**src/rtl/si_tag_pkg.sv**
```systemverilog
// si_tag_pkg
// Shared tag definitions for the tag converter, the tag serializer and the
// single-tag consumers downstream of them.
//   TAGTIME_W / CHANNEL_W : field widths (time in 1/3 ps, signed channel)
//   tag_t                 : packed {tagtime, channel} record
//   ltb_advances()        : wrap-safe "candidate bound is ahead of current"
package si_tag_pkg;

  localparam int TAGTIME_W = 64;
  localparam int CHANNEL_W = 6;

  typedef struct packed {
    logic [TAGTIME_W-1:0]        tagtime;
    logic signed [CHANNEL_W-1:0] channel;
  } tag_t;

  // The bound is a free-running 64-bit time, so compare by signed difference
  // rather than magnitude to stay correct across wrap.
  function automatic logic ltb_advances(input logic [TAGTIME_W-1:0] cand,
                                        input logic [TAGTIME_W-1:0] cur);
    logic [TAGTIME_W-1:0] diff;
    diff = cand - cur;
    return $signed(diff) > 64'sd0;
  endfunction

endpackage

```
**src/rtl/si_tag_serializer_if.sv**
```systemverilog
// si_tag_serializer_if
// Bundles the multi-lane input beat stream, the single-tag output stream and
// the lowest-time-bound side signals of the tag serializer.
//   s_axis_*            : input beat (NUMBER_OF_WORDS lanes, per-lane keep)
//   s_lowest_time_bound : upstream lower bound on future tag times
//   m_axis_*            : one tag per transfer, tlast on last tag of a beat
//   m_lowest_time_bound : lower bound on any tag not yet emitted
// Modports: slave = serializer side, master = producer/consumer side.
interface si_tag_serializer_if #(
  parameter int NUMBER_OF_WORDS = 4
);
  import si_tag_pkg::*;

  logic                        s_axis_tvalid;
  logic                        s_axis_tready;
  logic [TAGTIME_W-1:0]        s_axis_tagtime [NUMBER_OF_WORDS];
  logic signed [CHANNEL_W-1:0] s_axis_channel [NUMBER_OF_WORDS];
  logic [NUMBER_OF_WORDS-1:0]  s_axis_tkeep;
  logic [TAGTIME_W-1:0]        s_lowest_time_bound;

  logic                        m_axis_tvalid;
  logic                        m_axis_tready;
  logic [TAGTIME_W-1:0]        m_axis_tagtime;
  logic signed [CHANNEL_W-1:0] m_axis_channel;
  logic                        m_axis_tlast;
  logic [TAGTIME_W-1:0]        m_lowest_time_bound;

  modport slave (
    input  s_axis_tvalid, s_axis_tagtime, s_axis_channel, s_axis_tkeep,
    input  s_lowest_time_bound, m_axis_tready,
    output s_axis_tready, m_axis_tvalid, m_axis_tagtime, m_axis_channel,
    output m_axis_tlast, m_lowest_time_bound
  );

  modport master (
    output s_axis_tvalid, s_axis_tagtime, s_axis_channel, s_axis_tkeep,
    output s_lowest_time_bound, m_axis_tready,
    input  s_axis_tready, m_axis_tvalid, m_axis_tagtime, m_axis_channel,
    input  m_axis_tlast, m_lowest_time_bound
  );

endinterface

```
**src/rtl/si_lowest_bit_select.sv**
```systemverilog
// si_lowest_bit_select
// Purely combinational priority encoder over a lane mask.
//   i_mask  : lane mask
//   o_idx   : index of the lowest set bit (0 when mask is empty)
//   o_valid : mask has at least one bit set
//   o_rest  : mask with that lowest set bit cleared
module si_lowest_bit_select #(
  parameter  int WIDTH = 4,
  localparam int IDX_W = (WIDTH > 1) ? $clog2(WIDTH) : 1
) (
  input  logic [WIDTH-1:0] i_mask,
  output logic [IDX_W-1:0] o_idx,
  output logic             o_valid,
  output logic [WIDTH-1:0] o_rest
);

  // Scan from the top down so the lowest set bit is the last one written.
  always_comb begin
    o_idx = {IDX_W{1'b0}};
    for (int i = WIDTH - 1; i >= 0; i--) begin
      if (i_mask[i]) begin
        o_idx = IDX_W'(i);
      end else begin
        o_idx = o_idx;
      end
    end
  end

  // x & (x - 1) clears exactly the lowest set bit.
  always_comb begin
    o_valid = |i_mask;
    o_rest  = i_mask & (i_mask - WIDTH'(1'b1));
  end

endmodule

```
**src/rtl/si_tag_serializer.sv**
```systemverilog
// si_tag_serializer
// Turns multi-lane tag beats (sparse keep) into one tag per cycle in
// ascending lane order, and forwards a monotonic lowest-time-bound that never
// overtakes a tag still waiting to be emitted.
//   clk, rst : clock, synchronous active-high reset
//   io_bus   : si_tag_serializer_if.slave (s_axis_* in, m_axis_* out,
//              s_/m_lowest_time_bound)
module si_tag_serializer
  import si_tag_pkg::*;
#(
  parameter int NUMBER_OF_WORDS = 4
) (
  input  logic                 clk,
  input  logic                 rst,
  si_tag_serializer_if.slave   io_bus
);

  localparam int IDX_W = (NUMBER_OF_WORDS > 1) ? $clog2(NUMBER_OF_WORDS) : 1;

  tag_t                       r_hold [NUMBER_OF_WORDS];
  logic [NUMBER_OF_WORDS-1:0] r_pend;
  logic [TAGTIME_W-1:0]       r_ltb;

  logic [IDX_W-1:0]           w_idx;
  logic                       w_any;
  logic [NUMBER_OF_WORDS-1:0] w_rest;
  logic                       w_last;
  logic                       w_fire;
  logic                       w_s_ready;
  logic                       w_accept;

  si_lowest_bit_select #(
    .WIDTH (NUMBER_OF_WORDS)
  ) u_sel (
    .i_mask  (r_pend),
    .o_idx   (w_idx),
    .o_valid (w_any),
    .o_rest  (w_rest)
  );

  assign w_last    = (w_rest == {NUMBER_OF_WORDS{1'b0}});
  assign w_fire    = w_any && io_bus.m_axis_tready;
  // Taking a new beat while the last pending tag leaves gives zero-bubble
  // beat-to-beat hand-over; the only comb path is m_axis_tready -> s_axis_tready.
  assign w_s_ready = !w_any || (w_fire && w_last);
  assign w_accept  = io_bus.s_axis_tvalid && w_s_ready;

  assign io_bus.s_axis_tready       = w_s_ready;
  assign io_bus.m_axis_tvalid       = w_any;
  assign io_bus.m_axis_tagtime      = r_hold[w_idx].tagtime;
  assign io_bus.m_axis_channel      = r_hold[w_idx].channel;
  assign io_bus.m_axis_tlast        = w_last;
  assign io_bus.m_lowest_time_bound = r_ltb;

  // Pending mask and hold registers; a new beat fully replaces the mask.
  always_ff @(posedge clk) begin
    if (rst) begin
      r_pend <= {NUMBER_OF_WORDS{1'b0}};
      for (int i = 0; i < NUMBER_OF_WORDS; i++) begin
        r_hold[i].tagtime <= 64'd0;
        r_hold[i].channel <= 6'sd0;
      end
    end else if (w_accept) begin
      r_pend <= io_bus.s_axis_tkeep;
      for (int i = 0; i < NUMBER_OF_WORDS; i++) begin
        r_hold[i].tagtime <= io_bus.s_axis_tagtime[i];
        r_hold[i].channel <= io_bus.s_axis_channel[i];
      end
    end else if (w_fire) begin
      r_pend <= w_rest;
    end else begin
      r_pend <= r_pend;
    end
  end

  // Bound follows emitted tags; it only tracks upstream while fully idle so it
  // can never jump past a tag still held here.
  always_ff @(posedge clk) begin
    if (rst) begin
      r_ltb <= 64'd0;
    end else if (w_fire) begin
      r_ltb <= r_hold[w_idx].tagtime;
    end else if (!w_any && !w_accept &&
                 ltb_advances(io_bus.s_lowest_time_bound, r_ltb)) begin
      r_ltb <= io_bus.s_lowest_time_bound;
    end else begin
      r_ltb <= r_ltb;
    end
  end

endmodule

```
**src/flat_wrapper.sv**
```systemverilog
// flat-port wrapper written by rule: the top's interface ports become plain ports
module si_tag_serializer_flat import si_tag_pkg::*;
#(
  parameter int NUMBER_OF_WORDS = 4
)
  (clk, rst, io_bus_s_axis_tvalid, io_bus_s_axis_tagtime, io_bus_s_axis_channel, io_bus_s_axis_tkeep, io_bus_s_lowest_time_bound, io_bus_m_axis_tready, io_bus_s_axis_tready, io_bus_m_axis_tvalid, io_bus_m_axis_tagtime, io_bus_m_axis_channel, io_bus_m_axis_tlast, io_bus_m_lowest_time_bound);
  si_tag_serializer_if #(.NUMBER_OF_WORDS(NUMBER_OF_WORDS)) io_bus_i ();
  input  logic clk;
  input  logic rst;
  input wire logic [$bits(io_bus_i.s_axis_tvalid)-1:0] io_bus_s_axis_tvalid;
  input wire logic [$bits(io_bus_i.s_axis_tagtime)-1:0] io_bus_s_axis_tagtime;
  input wire logic [$bits(io_bus_i.s_axis_channel)-1:0] io_bus_s_axis_channel;
  input wire logic [$bits(io_bus_i.s_axis_tkeep)-1:0] io_bus_s_axis_tkeep;
  input wire logic [$bits(io_bus_i.s_lowest_time_bound)-1:0] io_bus_s_lowest_time_bound;
  input wire logic [$bits(io_bus_i.m_axis_tready)-1:0] io_bus_m_axis_tready;
  output wire logic [$bits(io_bus_i.s_axis_tready)-1:0] io_bus_s_axis_tready;
  output wire logic [$bits(io_bus_i.m_axis_tvalid)-1:0] io_bus_m_axis_tvalid;
  output wire logic [$bits(io_bus_i.m_axis_tagtime)-1:0] io_bus_m_axis_tagtime;
  output wire logic [$bits(io_bus_i.m_axis_channel)-1:0] io_bus_m_axis_channel;
  output wire logic [$bits(io_bus_i.m_axis_tlast)-1:0] io_bus_m_axis_tlast;
  output wire logic [$bits(io_bus_i.m_lowest_time_bound)-1:0] io_bus_m_lowest_time_bound;
  assign io_bus_i.s_axis_tvalid = io_bus_s_axis_tvalid;
  assign io_bus_i.s_axis_tagtime = {>>{io_bus_s_axis_tagtime}};
  assign io_bus_i.s_axis_channel = {>>{io_bus_s_axis_channel}};
  assign io_bus_i.s_axis_tkeep = io_bus_s_axis_tkeep;
  assign io_bus_i.s_lowest_time_bound = io_bus_s_lowest_time_bound;
  assign io_bus_i.m_axis_tready = io_bus_m_axis_tready;
  assign io_bus_s_axis_tready = io_bus_i.s_axis_tready;
  assign io_bus_m_axis_tvalid = io_bus_i.m_axis_tvalid;
  assign io_bus_m_axis_tagtime = io_bus_i.m_axis_tagtime;
  assign io_bus_m_axis_channel = io_bus_i.m_axis_channel;
  assign io_bus_m_axis_tlast = io_bus_i.m_axis_tlast;
  assign io_bus_m_lowest_time_bound = io_bus_i.m_lowest_time_bound;
  si_tag_serializer #(.NUMBER_OF_WORDS(NUMBER_OF_WORDS)) u_core (.clk(clk), .rst(rst), .io_bus(io_bus_i));
endmodule
```
**config.mk**
```make
export PLATFORM = sky130hd
export DESIGN_NAME = si_tag_serializer_flat
export DESIGN_NICKNAME = d
export VERILOG_FILES = /design/src/rtl/si_tag_pkg.sv /design/src/rtl/si_tag_serializer_if.sv /design/src/rtl/si_lowest_bit_select.sv /design/src/rtl/si_tag_serializer.sv /design/src/flat_wrapper.sv
export SDC_FILE = /design/constraint.sdc
export NUM_CORES = 1
export LEC_CHECK = 0
export ABC_CLOCK_PERIOD_IN_PS = 15000
export BUFFER_PORTS_ARGS = -buffer_cell sky130_fd_sc_hd__buf_2
export CORE_MARGIN = 4
export CORE_UTILIZATION = 33
export DETAILED_ROUTE_END_ITERATION = 10
export HOLD_SLACK_MARGIN = 0.1
export PLACE_DENSITY = 0.53
export SLEW_MARGIN = 20
export SYNTH_ARGS = -nofsm -noshare
export SYNTH_HDL_FRONTEND = slang
export SYNTH_SLANG_ARGS = --single-unit
```
**constraint.sdc**
```tcl
create_clock -name clk -period 15 [get_ports clk]
set_input_delay 0 -clock clk [delete_from_list [all_inputs] [get_ports clk]]
set_output_delay 0 -clock clk [all_outputs]
set_load 0.1 [all_outputs]
```
==> metrics <==
Initial Utilization 33.6%; vias in the first global route 19236; cell depth of the worst hold path 3; Power Density 129 nW/um^2; top_reg_cell synth edfxtp_1; Critical R2R Capture u_core.io_bus.m_lowest_time_bound[60]; CTS Hold Bufs 356; IO Port Bufs 488; sequential cell area 9770 sq um; first-pass GRT wire length 117000 um; Yosys cell types 89; Max Fclk 164 MHz; pins over their slew limit 0; M1 wire length 32900 um; area grow syn2layout 36.8%; status finished clean; CTS buffer count 42; R2R cell count 16; antenna violations before repair 9; final hold slack 212 ps; Final Critical Period 6110 ps; largest family of logic cells by synthesized area simple AND/OR/NAND/NOR gates; largest net degree at the start of global routing 152; Most common cell on crit path nor3_2; VDD IR-drop max 0.108 mV; post-route setup TNS 0 ps; Max Used Layer met5; Bufs on Longest Clock Path 3; TritonRoute pass-1 iters 5; Syn Std Cell Area 21300 sq um; hold path startpoint io_bus_s_axis_tagtime[175]; Max stage delay cell, worst path a2111oi_0; worst slew pin tran 1150 ps; leading area contributor after synthesis edfxtp_1; flops & latches, synth 348; Syn Inst Count 1883; Routed Antenna Nets 0; Hold Path Class in -> reg; Cell Chain, Critical Path inv_1 -> ha_1 -> nand4_1 -> nor2_1 -> nand2_1 -> a2bb2oi_2 -> a2111oi_0 -> nor3_2 -> xnor2_1 -> or4_4 -> nor4_4 -> a41o_4 -> buf_4 -> a221oi_2 -> nor3_2 -> dlygate4sd3_1; sink of the worst hold path u_core.r_hold[1][53]; post-synthesis sequential area ratio 45.9%; Clk Latency, worst-skew pair 590 ps; area of the multi-input gates 10500 sq um; CTS H-tree depth 2; crit-path max cell delay 950 ps; Post-CTS Resized 0; RR Startpoint u_core.io_bus.m_lowest_time_bound[26]; met2 WL 39400 um; Post-DP HPWL 58500 um; Via density 5.20; number of nets in the layout 3066; Final Util 45.9%; CP top delay family simple AND/OR/NAND/NOR gates; clk_skew 39.2 ps; Max Fanout on Critical Path 43; synth top area cells edfxtp_1 (39%), and2_1 (8.3%), mux4_2 (7.4%); kind of critical path reg -> reg; share of layout cells above drive strength 1 30.3%; aggregate global routing overflow 0; Post-synth EDFFs 280; Startpoint Class flop; final setup vio count 0; CP arrival 6640 ps; final hold violations 0; R2R setup slack 8890 ps; Die H 262 um; Synth Area in Adders 3.84%; root buf cell clkbuf_16; fillers 5826; WP buf/inv 3; die width 262 um; Syn Nets 2299; vias 18375; P_leak 11.6 nW; Area after DPL 24200 sq um; Final Cycle Share 40.7%; clock sink count 348; Ys Warns 0; MaxCap Viol Count 0; die area 68700 sq um; gr usage total 22.2%; Synth Area in Simple Gates 22.2%; final design area excluding fillers 29100 sq um; complex-gate fraction of the synthesized area 13.8%; Setup Buffers After CTS 0; I/O Pins 489; gpl congestion 0.943; clk slew on worst S/H paths 60 ps; syn_area_per_cell 11.3 sq um; CTS tree done; Routed WL 78500 um; CP Capture Type flop; WL/cell 22.2 um; mux cell area share after synthesis 7.59%; Core Area 63400 sq um; Iter 0 DRT Violations 1330; RSZ-0062 raised after global routing no; FFs w/ async S/R, synth 0%; drc violations 0; XOR/XNOR share of the synthesized area 1.60%; row count 92; Slew Limit Headroom 23.1%; met3 wire len 3670 um; top cell type's share of synthesized area 39.5%; Worst EP required 15530 ps
==> Yosys cell counts, types with 6 or more instances <==
cell type  count
nand2_1       89
xor2_1        16
edfxtp_1     280
nor4b_1       62
nand2b_1       6
inv_1         81
o21ai_1       16
buf_1          7
xnor2_1       23
nor3_2        61
buf_6         11
or2_2          7
nor3_1        24
buf_4          6
o21a_1        27
nor2_1       149
or3_1          6
a21o_1        10
ha_1          63
o2111ai_1      6
dfxtp_1       68
mux4_2        70
a211oi_1       8
a21oi_2       10
o21ai_0       42
o31ai_1        8
o211ai_1       8
clkbuf_1      79
nor4_1         8
nor2b_1        7
nand3_1       15
o21bai_1       9
a21oi_1       85
buf_2         25
nand4_1       40
a221oi_2      62
and2_1       283
buf_12         7
==> sequential cells by signal, indices dropped and copies added (netlist names) <==
signal                             flops
u_core.r_hold                        280
u_core.io_bus.m_lowest_time_bound     64
u_core.r_pend                          4
==> cell type report <==
type | count | area share (%)
Antenna cell | 7 | 0.0601
Clock inverter | 30 | 0.945
Multi-Input combinational cell | 1315 | 36.0
Timing Repair Buffer | 862 | 21.2
Sequential cell | 348 | 33.5
Inverter | 81 | 1.04
Clock buffer | 47 | 3.67
Tap cell | 846 | 3.63
==> layer usage <==
metal  global-route usage [%]  up-vias
li1                         -     8585
met5                        0        -
met4                     7.33        2
met3                     3.20      142
met2                     38.4      575
met1                     28.8     9071
==> placed cells by master (no fill, tap or decap), types with 68 or more instances in the layout <==
cell type and count:
inv_1 81, dfxtp_1 68, and2_1 282, nor2_1 149
mux4_2 70, edfxtp_1 280, nand2_1 87, buf_2 487
a21oi_1 85, dlygate4sd3_1 356
==> per-stage QoR <==
stage               worst slack (ps)  std cells  power [mW]
global placement                9590       3095        2.69
detailed placement              9580       3095        2.70
floorplan                       7370       1883        2.35
finish                          8890       3536        3.75
global route                    8780       3534        3.92
CTS                             9060       3528        3.78
==> worst reg2reg max path, stage by stage (launching register included) <==
cell	delay, ps
dfxtp_1	360
inv_1	60
ha_1	520
nand4_1	290
nor2_1	230
nand2_1	90
a2bb2oi_2	150
a2111oi_0	950
nor3_2	120
xnor2_1	200
or4_4	510
nor4_4	380
a41o_4	540
buf_4	720
a221oi_2	220
nor3_2	190
dlygate4sd3_1	550
==> kinds of logic (layout without fill, tap and decap cells) <==
family                     count (synthesis)  in the layout
DFF                                      348            348
xor gates and xnor gates                  39             39
and+or+nand+nor                          782            782
AOI/OAI and AO/OA                        355            355
other                                      0              7
buffers and inverters                    220           1020
adders and majority gates                 65             65
muxes                                     74             74
==> how the worst max path moves through the flow <==
stage / endpoint / cells past startpoint / from / slack [ps]
4_1_cts: u_core.io_bus.m_lowest_time_bound[60] / 16 / u_core.io_bus.m_lowest_time_bound[8] / 9060
6_report: u_core.io_bus.m_lowest_time_bound[60] / 16 / u_core.io_bus.m_lowest_time_bound[26] / 8890
2_1_floorplan: u_core.r_hold[0][0] / 6 / u_core.r_pend[1] / 7370
3_3_place_gp: u_core.io_bus.m_lowest_time_bound[0] / 15 / u_core.io_bus.m_lowest_time_bound[8] / 9590
3_5_place_dp: u_core.io_bus.m_lowest_time_bound[47] / 15 / u_core.io_bus.m_lowest_time_bound[26] / 9580
5_1_grt: u_core.io_bus.m_lowest_time_bound[60] / 16 / u_core.io_bus.m_lowest_time_bound[22] / 8780
==> where the power goes <==
part	internal, mW	switching (mW)
registers	1.15	0.0465
logic	0.453	1.11
clock network	0.557	0.436
Note: power is estimated with default switching activity, not from simulation.
